$ cat src/rtl/prog_delay_line_if.sv
// Sample/control bundle for the programmable delay line.
// master = sample source / controller, slave = delay line.
interface prog_delay_line_if #(
    parameter int WIDTH = 8,
    parameter int DLY_W = 5
);
    logic             en;
    logic [WIDTH-1:0] din;
    logic             din_valid;
    logic [DLY_W-1:0] dly;
    logic             dly_load;
    logic [WIDTH-1:0] dout;
    logic             dout_valid;
    logic [DLY_W-1:0] dly_active;
    logic             dly_err;

    modport master (
        output en, din, din_valid, dly, dly_load,
        input  dout, dout_valid, dly_active, dly_err
    );

    modport slave (
        input  en, din, din_valid, dly, dly_load,
        output dout, dout_valid, dly_active, dly_err
    );
endinterface

$ cat src/rtl/prog_delay_line.sv
// Run-time programmable delay line: 0..MAX_DELAY extra enabled stages
// in front of a registered output. Loading a new delay flushes all
// in-flight valid bits so misaligned samples never reach the DAC.
module prog_delay_line #(
    parameter int WIDTH       = 8,
    parameter int MAX_DELAY   = 16,
    parameter int DLY_W       = 5,
    parameter int DEFAULT_DLY = 0
) (
    input logic              clk,
    input logic              rst,
    prog_delay_line_if.slave bus
);
    localparam logic [DLY_W-1:0] MAX_D = DLY_W'(MAX_DELAY);
    localparam logic [DLY_W-1:0] DEF_D = DLY_W'(DEFAULT_DLY);

    logic [MAX_DELAY-1:0][WIDTH-1:0] stage_data;
    logic [MAX_DELAY-1:0]            vld_pipe;
    logic [WIDTH-1:0]                tap_data;
    logic                            tap_vld;
    logic [WIDTH-1:0]                dout_q;
    logic                            dout_vld_q;
    logic [DLY_W-1:0]                dly_q;
    logic                            err_q;

    // Stage data shifts on every enabled edge; never reset or flushed,
    // the valid bits alone decide what is presented.
    always_ff @(posedge clk) begin
        if (bus.en) begin
            stage_data[0] <= bus.din;
            for (int k = 1; k < MAX_DELAY; k++)
                stage_data[k] <= stage_data[k-1];
        end
    end

    // Valid pipe: reset/flush clears it; a load coinciding with en still
    // captures the incoming sample so it emerges after the new latency.
    always_ff @(posedge clk) begin
        if (rst) begin
            vld_pipe <= '0;
        end else if (bus.dly_load) begin
            vld_pipe <= '0;
            if (bus.en)
                vld_pipe[0] <= bus.din_valid;
        end else if (bus.en) begin
            vld_pipe[0] <= bus.din_valid;
            for (int k = 1; k < MAX_DELAY; k++)
                vld_pipe[k] <= vld_pipe[k-1];
        end
    end

    // Tap select: delay 0 bypasses the stages, delay d reads stage d-1.
    always_comb begin
        tap_data = bus.din;
        tap_vld  = bus.din_valid;
        for (int k = 1; k <= MAX_DELAY; k++) begin
            if (dly_q == DLY_W'(k)) begin
                tap_data = stage_data[k-1];
                tap_vld  = vld_pipe[k-1];
            end
        end
    end

    // Output register; a load only drops the valid, data just holds.
    always_ff @(posedge clk) begin
        if (rst) begin
            dout_q     <= '0;
            dout_vld_q <= 1'b0;
        end else if (bus.dly_load) begin
            dout_vld_q <= 1'b0;
        end else if (bus.en) begin
            dout_q     <= tap_data;
            dout_vld_q <= tap_vld;
        end
    end

    // Delay setting with clamping; error flag is a one-cycle pulse.
    always_ff @(posedge clk) begin
        if (rst) begin
            dly_q <= DEF_D;
            err_q <= 1'b0;
        end else begin
            err_q <= 1'b0;
            if (bus.dly_load) begin
                if (bus.dly > MAX_D) begin
                    dly_q <= MAX_D;
                    err_q <= 1'b1;
                end else begin
                    dly_q <= bus.dly;
                end
            end
        end
    end

    assign bus.dout       = dout_q;
    assign bus.dout_valid = dout_vld_q;
    assign bus.dly_active = dly_q;
    assign bus.dly_err    = err_q;
endmodule

$ cat src/flat_wrapper.sv
// flat-port wrapper written by rule: the top's interface ports become plain ports
module prog_delay_line_flat 
#(
    parameter int WIDTH       = 8,
    parameter int MAX_DELAY   = 16,
    parameter int DLY_W       = 5,
    parameter int DEFAULT_DLY = 0
)
  (clk, rst, bus_en, bus_din, bus_din_valid, bus_dly, bus_dly_load, bus_dout, bus_dout_valid, bus_dly_active, bus_dly_err);
  prog_delay_line_if #(.WIDTH(WIDTH), .DLY_W(DLY_W)) bus_i ();
  input logic clk;
  input logic rst;
  input wire logic [$bits(bus_i.en)-1:0] bus_en;
  input wire logic [$bits(bus_i.din)-1:0] bus_din;
  input wire logic [$bits(bus_i.din_valid)-1:0] bus_din_valid;
  input wire logic [$bits(bus_i.dly)-1:0] bus_dly;
  input wire logic [$bits(bus_i.dly_load)-1:0] bus_dly_load;
  output wire logic [$bits(bus_i.dout)-1:0] bus_dout;
  output wire logic [$bits(bus_i.dout_valid)-1:0] bus_dout_valid;
  output wire logic [$bits(bus_i.dly_active)-1:0] bus_dly_active;
  output wire logic [$bits(bus_i.dly_err)-1:0] bus_dly_err;
  assign bus_i.en = bus_en;
  assign bus_i.din = bus_din;
  assign bus_i.din_valid = bus_din_valid;
  assign bus_i.dly = bus_dly;
  assign bus_i.dly_load = bus_dly_load;
  assign bus_dout = bus_i.dout;
  assign bus_dout_valid = bus_i.dout_valid;
  assign bus_dly_active = bus_i.dly_active;
  assign bus_dly_err = bus_i.dly_err;
  prog_delay_line #(.WIDTH(WIDTH), .MAX_DELAY(MAX_DELAY), .DLY_W(DLY_W), .DEFAULT_DLY(DEFAULT_DLY)) u_core (.clk(clk), .rst(rst), .bus(bus_i));
endmodule
$ cat config.mk
export PLATFORM = sky130hd
export DESIGN_NAME = prog_delay_line_flat
export DESIGN_NICKNAME = d
export VERILOG_FILES = /design/src/rtl/prog_delay_line_if.sv /design/src/rtl/prog_delay_line.sv /design/src/flat_wrapper.sv
export SDC_FILE = /design/constraint.sdc
export NUM_CORES = 1
export LEC_CHECK = 0
export ABC_AREA = 1
export CELL_PAD_IN_SITES_DETAIL_PLACEMENT = 1
export CELL_PAD_IN_SITES_GLOBAL_PLACEMENT = 1
export CORE_MARGIN = 10
export CORE_UTILIZATION = 50
export CTS_CLUSTER_DIAMETER = 120
export DETAILED_ROUTE_END_ITERATION = 12
export DONT_BUFFER_PORTS = 1
export PLACE_DENSITY = 0.89
export SETUP_SLACK_MARGIN = 0.4
export SLEW_MARGIN = 25
export SYNTH_ARGS = -nofsm -noshare
export SYNTH_HDL_FRONTEND = slang
export SYNTH_SLANG_ARGS = --single-unit
$ cat constraint.sdc
create_clock -name clk -period 2.6 [get_ports clk]
set_input_delay 0.26 -clock clk [delete_from_list [all_inputs] [get_ports clk]]
set_output_delay 0.26 -clock clk [all_outputs]
set_load 0.005 [all_outputs]
; Yosys cells after proc, flatten, opt, wreduce, memory -nomap -nowiden
; Cells that the tools add are included.
[word_totals]
output_inout_bits = 15
regBits = 159
inputBits = 18
word_cells = 81
[classes]
mux = 37
n_lt_le_gt_ge = 1
n_eq_ne = 16
bitwise = 1
n_reduce_logical = 4
[op_table]
columns = operator, n
row1 = $mux 8, 16
row2 = $eq 5x4->1 const B, 8
row3 = $eq 5x3->1 const B, 4
row4 = $mux 1, 20
row5 = $eq 5x2->1 const B, 2
row6 = $eq 5x1->1 const B, 1
row7 = $eq 5x5->1 const B, 1
row8 = $gt 5x5->1 const B, 1
row9 = $mux 5, 1
row10 = $reduce_or 2->1, 2
row11 = $reduce_and 2->1, 1
row12 = $reduce_bool 2->1, 1
row13 = $not 1->1, 1

; Logic depth before layout (Yosys ltp)
[depth]
word_depth = 17
ltp_mapped = 23
ltp_nobuf = 22

; Worst setup path before layout
; No wires, ideal clock.
[synth_timing]
path_kind = reg-to-reg
startpoint = reg u_core.dly_q[1] (netlist: u_core.bus.dly_active[1])
endpoint = reg u_core.dout_q[3] (netlist: u_core.bus.dout[3])
required_time_ns = 2.457
path_buffers = 1
path_stages_with_launch = 24
period_less_slack_ns = 2.125
setup_ns = 0.143
arrival_time_ns = 1.983
slack_ns = 0.475
cell_sequence = dfxtp_1 inv_2 nor2_4 nand2_2 nor2_2 inv_2 buf_2 or2_0 nand3_1 nand2_1 nand2_1 nand2_1 o21ai_1 nand2_1 nand2_1 nand2_1 nand2_1 nand2_1 nand3_1 nand3_1 nand2_1 nand2_1 nand2_1 a21oi_1
[synth_via]
elab_chain_cells = 17
elab_cells_between_ends = 32
classes_between = eq/ne (16) / mux (16)
[synth_rtl]
columns = item, line_no
row1 = "start, declared", prog_delay_line.sv:23  ; logic [DLY_W-1:0] dly_q;
row2 = "start signal, assigned", prog_delay_line.sv:89  ; dly_q <= bus.dly;
row3 = $eq 5x1->1, prog_delay_line.sv:57  ; if (dly_q == DLY_W'(k)) begin
row4 = $mux 8 (15 in a row), prog_delay_line.sv:57
row5 = $mux 8 *, prog_delay_line.sv:57
row6 = "end signal, assigned", prog_delay_line.sv:72  ; dout_q <= tap_data;
row7 = "end, declared", prog_delay_line.sv:21  ; logic [WIDTH-1:0] dout_q;
; Every way passes the cells marked *; elsewhere a longest branch is shown, timed or not.
; A chain may end at the register's enable or synchronous reset.

; Worst setup path in the final report
[layout_timing]
startpoint = reg u_core.dly_q[1] (netlist: u_core.bus.dly_active[1])
endpoint = reg u_core.dout_q[2] (netlist: u_core.bus.dout[2])
; Same word-level chain as after synthesis.

==> impl_metrics.py <==
metrics = {
    "status": {
        "status": "finished with violations",
        "violations": "hold timing",
    },
    "global_routing": {
        "grt_overflow": 0,
        "antenna_found_initial": 1,
        "grt_max_degree": 150,
        "grt_pass1_vias": 5794,
        "grt_use_total_pct": 22.6,
        "grt_pass1_wl_um": 32200,
    },
    "detailed_routing": {
        "post-route-drc-count": 0,
        "wirelength_um": 20500,
        "vias_per_cell": 5.66,
        "vias": 5258,
        "drtPass1Iterations": 5,
        "drtIter0Drc": 442,
        "antenna_left": 0,
        "wl_per_cell_um": 22.1,
    },
    "sta": {
        "layout_setup_ws_ns": 0.0266,
        "slew_headroom_pct": 51.0,
        "fin_crit_sh_pct": 99.0,
        "hold_viol_final": 54,
        "worst_pin_slew_ns": 0.734,
        "fmax_mhz": 389,
        "setup_tns_ns": 0,
        "drv_slew": 0,
        "setup_violations": 0,
        "rsz0062_at_grt": "yes",
        "finalClockSkew_ns": 0.0131,
        "post-route-min-period_ns": 2.57,
        "whs_ns": -0.118,
    },
    "pwr": {
        "ir_drop_v": 0.000568,
        "power_density_nw_per_um2": 726,
        "p_leak_nw": 3.19,
        "power_mw": 5.88,
    },
    "die": {
        "die_area_um2": 18800,
        "start_util_pct": 51.3,
        "die_w_um": 137,
        "core_um2": 13300,
        "rows": 42,
        "die_height_um": 137,
        "io_pins": 33,
    },
    "synth": {
        "synth_nets": 707,
        "yosys_warnings": 0,
        "synth_top_area_share_pct": 56.1,
        "synth_largest_area_cell": "edfxtp_1",
        "syn_area_um2": 6850,
        "netlist_top_cells_area": "edfxtp_1 56%, nand2_1 9.9%, dfxtp_1 9.1%, nand3_1 4.7%, inv_1 4.2%",
        "synth_cell_types": 29,
        "synthCells": 689,
        "avgSynthCellArea_um2": 9.95,
        "synth_seq_area_share_pct": 65.1,
        "synth_seq_cells": 159,
    },
    "worst_setup_path": {
        "endpoint_kind": "register",
        "path_class": "reg -> reg",
        "r2r_start": "u_core.bus.dly_active[1]$_SDFFE_PP0P_",
        "crit_required_ns": 2.94,
        "worstPathCellList": "inv_2 > nor2_4 > nand2_4 > nor2_4 > inv_4 > or2_2 > nand3_1 > nand2_1 > nand2_1 > nand2_1 > nand3_1 > nand2_2 > nand2_2 > nand3_2 > nand2_2 > nand2_1 > nand2_1 > nand2_1 > nand3_1 > nand3_1 > nand2_1 > a21oi_2",
        "crit_slowest_cell": "dfxtp_4",
        "cp_max_fo": 14,
        "crit_buf_inv": 2,
        "max_stage_delay_ns": 0.40,
        "critPathTopFamily": "simple AND/OR/NAND/NOR gates",
        "startpoint_type": "register",
        "critical_path_arrival_ns": 2.91,
        "cpMostUsedCell": "nand2_1",
        "startpoint": "u_core.bus.dly_active[1]$_SDFFE_PP0P_",
    },
    "final_layout": {
        "layout.nets": 757,
        "fillCellCount": 1418,
        "fin_util_pct": 60.7,
        "final_cells": 929,
        "drive_gt1_share_pct": 15.4,
        "areaGrowthSynthToFinish_pct": 18.2,
        "final_common_cell": "nand2_1",
        "final_cell_mix": "174 x nand2_1, 128 x edfxtp_1, 74 x inv_1",
        "fin_area_um2": 8100,
    },
    "placement": {
        "portBuffers": 0,
        "post_dp_cell_area_um2": 7130,
        "gp_congestion": 0.797,
        "dp_hpwl_um": 11300,
        "dp.cells": 865,
        "dp_slack_ns": -0.0169,
    },
    "cts": {
        "clock-sinks": 159,
        "root_buffer": "clkbuf_16",
        "cts_buffer_depth": 2,
        "clkTransAtPathRegs_ns": 0.07,
        "clk_latency_ns": 0.44,
        "hold_buffers": 22,
        "cts_buffers": 17,
        "htreeDepth": 4,
        "cts_tree": "done",
    },
    "min_path": {
        "hold_path.class": "in -> reg",
        "hp-start": "rst",
    },
    "job": {
        "cap_violations": 0,
    },
}
-- power breakdown --
group / total (mW) / internal (mW) / switching, mW / leakage [nW]
Clock: 2.50 / 1.47 / 1.02 / 0.280
Sequential: 3.00 / 2.91 / 0.0928 / 1.51
Combinational: 0.384 / 0.135 / 0.249 / 1.40
Total: 5.88 / 4.52 / 1.36 / 3.19
-- Yosys cell counts, drive strengths merged --
cell and count:
nand2 182, or2 27, nor2 65, nand3 67, nor4 1, dfxtp 31
o22ai 5, nand4 4, a21oi 29, inv 84, o21ai 28, clkinv 2
nor3 2, clkbuf 10, edfxtp 128, buf 9, o211ai 4, a211oi 11
-- flip-flops by register name (all words and copies together) (netlist names) --
name                   flops
u_core.stage_data        128
u_core.vld_pipe           16
u_core.bus.dout            8
u_core.bus.dly_active      5
u_core.bus.dly_err         1
u_core.bus.dout_valid      1
-- layout make-up --
class / count / area [um2] / share of cell area [%]
diodes: 1 / 2.50 / 0.0309
multi-input cells: 426 / 2070 / 25.5
well taps: 176 / 220 / 2.72
inverters: 86 / 330 / 4.08
clock inverters: 6 / 55.1 / 0.680
flip-flops and latches: 159 / 4480 / 55.3
repair buffers: 49 / 427 / 5.27
clock buffers: 26 / 522 / 6.44
-- logic make-up after synthesis --
| logic type | synth area share (%) |
|---|---|
| and+or+nand+nor | 22.3 |
| AOI/OAI and AO/OA | 6.65 |
| DFF | 65.1 |
| buffers and inverters | 5.92 |
-- worst paths after layout --
kind / slack (ns) / end / depth (start not counted)
worst min register to register: 0.44 / u_core.stage_data[68]$_DFFE_PP_ / 0
worst max-delay path: 0.03 / u_core.bus.dout[2]$_SDFFE_PP0P_ / 22
worst max register to register: 0.03 / u_core.bus.dout[2]$_SDFFE_PP0P_ / 22
worst min-delay path: -0.12 / u_core.bus.dout[2]$_SDFFE_PP0P_ / 1
-- per-layer routing --
layer | share of wire, % | up-vias | GRT usage [%]
li1 | - | 2396 | -
met1 | 36 | 2665 | 22.7
met2 | 56 | 158 | 42.6
met3 | 4.9 | 39 | 6.74
met4 | 2.7 | 0 | 8.90
met5 | 0 | - | 0
-- timing repair --
item,in CTS,in global routing
resized for setup,21,14
buffers inserted,6,2
setup endpoints to repair,9,9
hold endpoints to repair,158,136
pin swaps,6,4
gates cloned,0,1
Power figures use the tool's default switching activity.
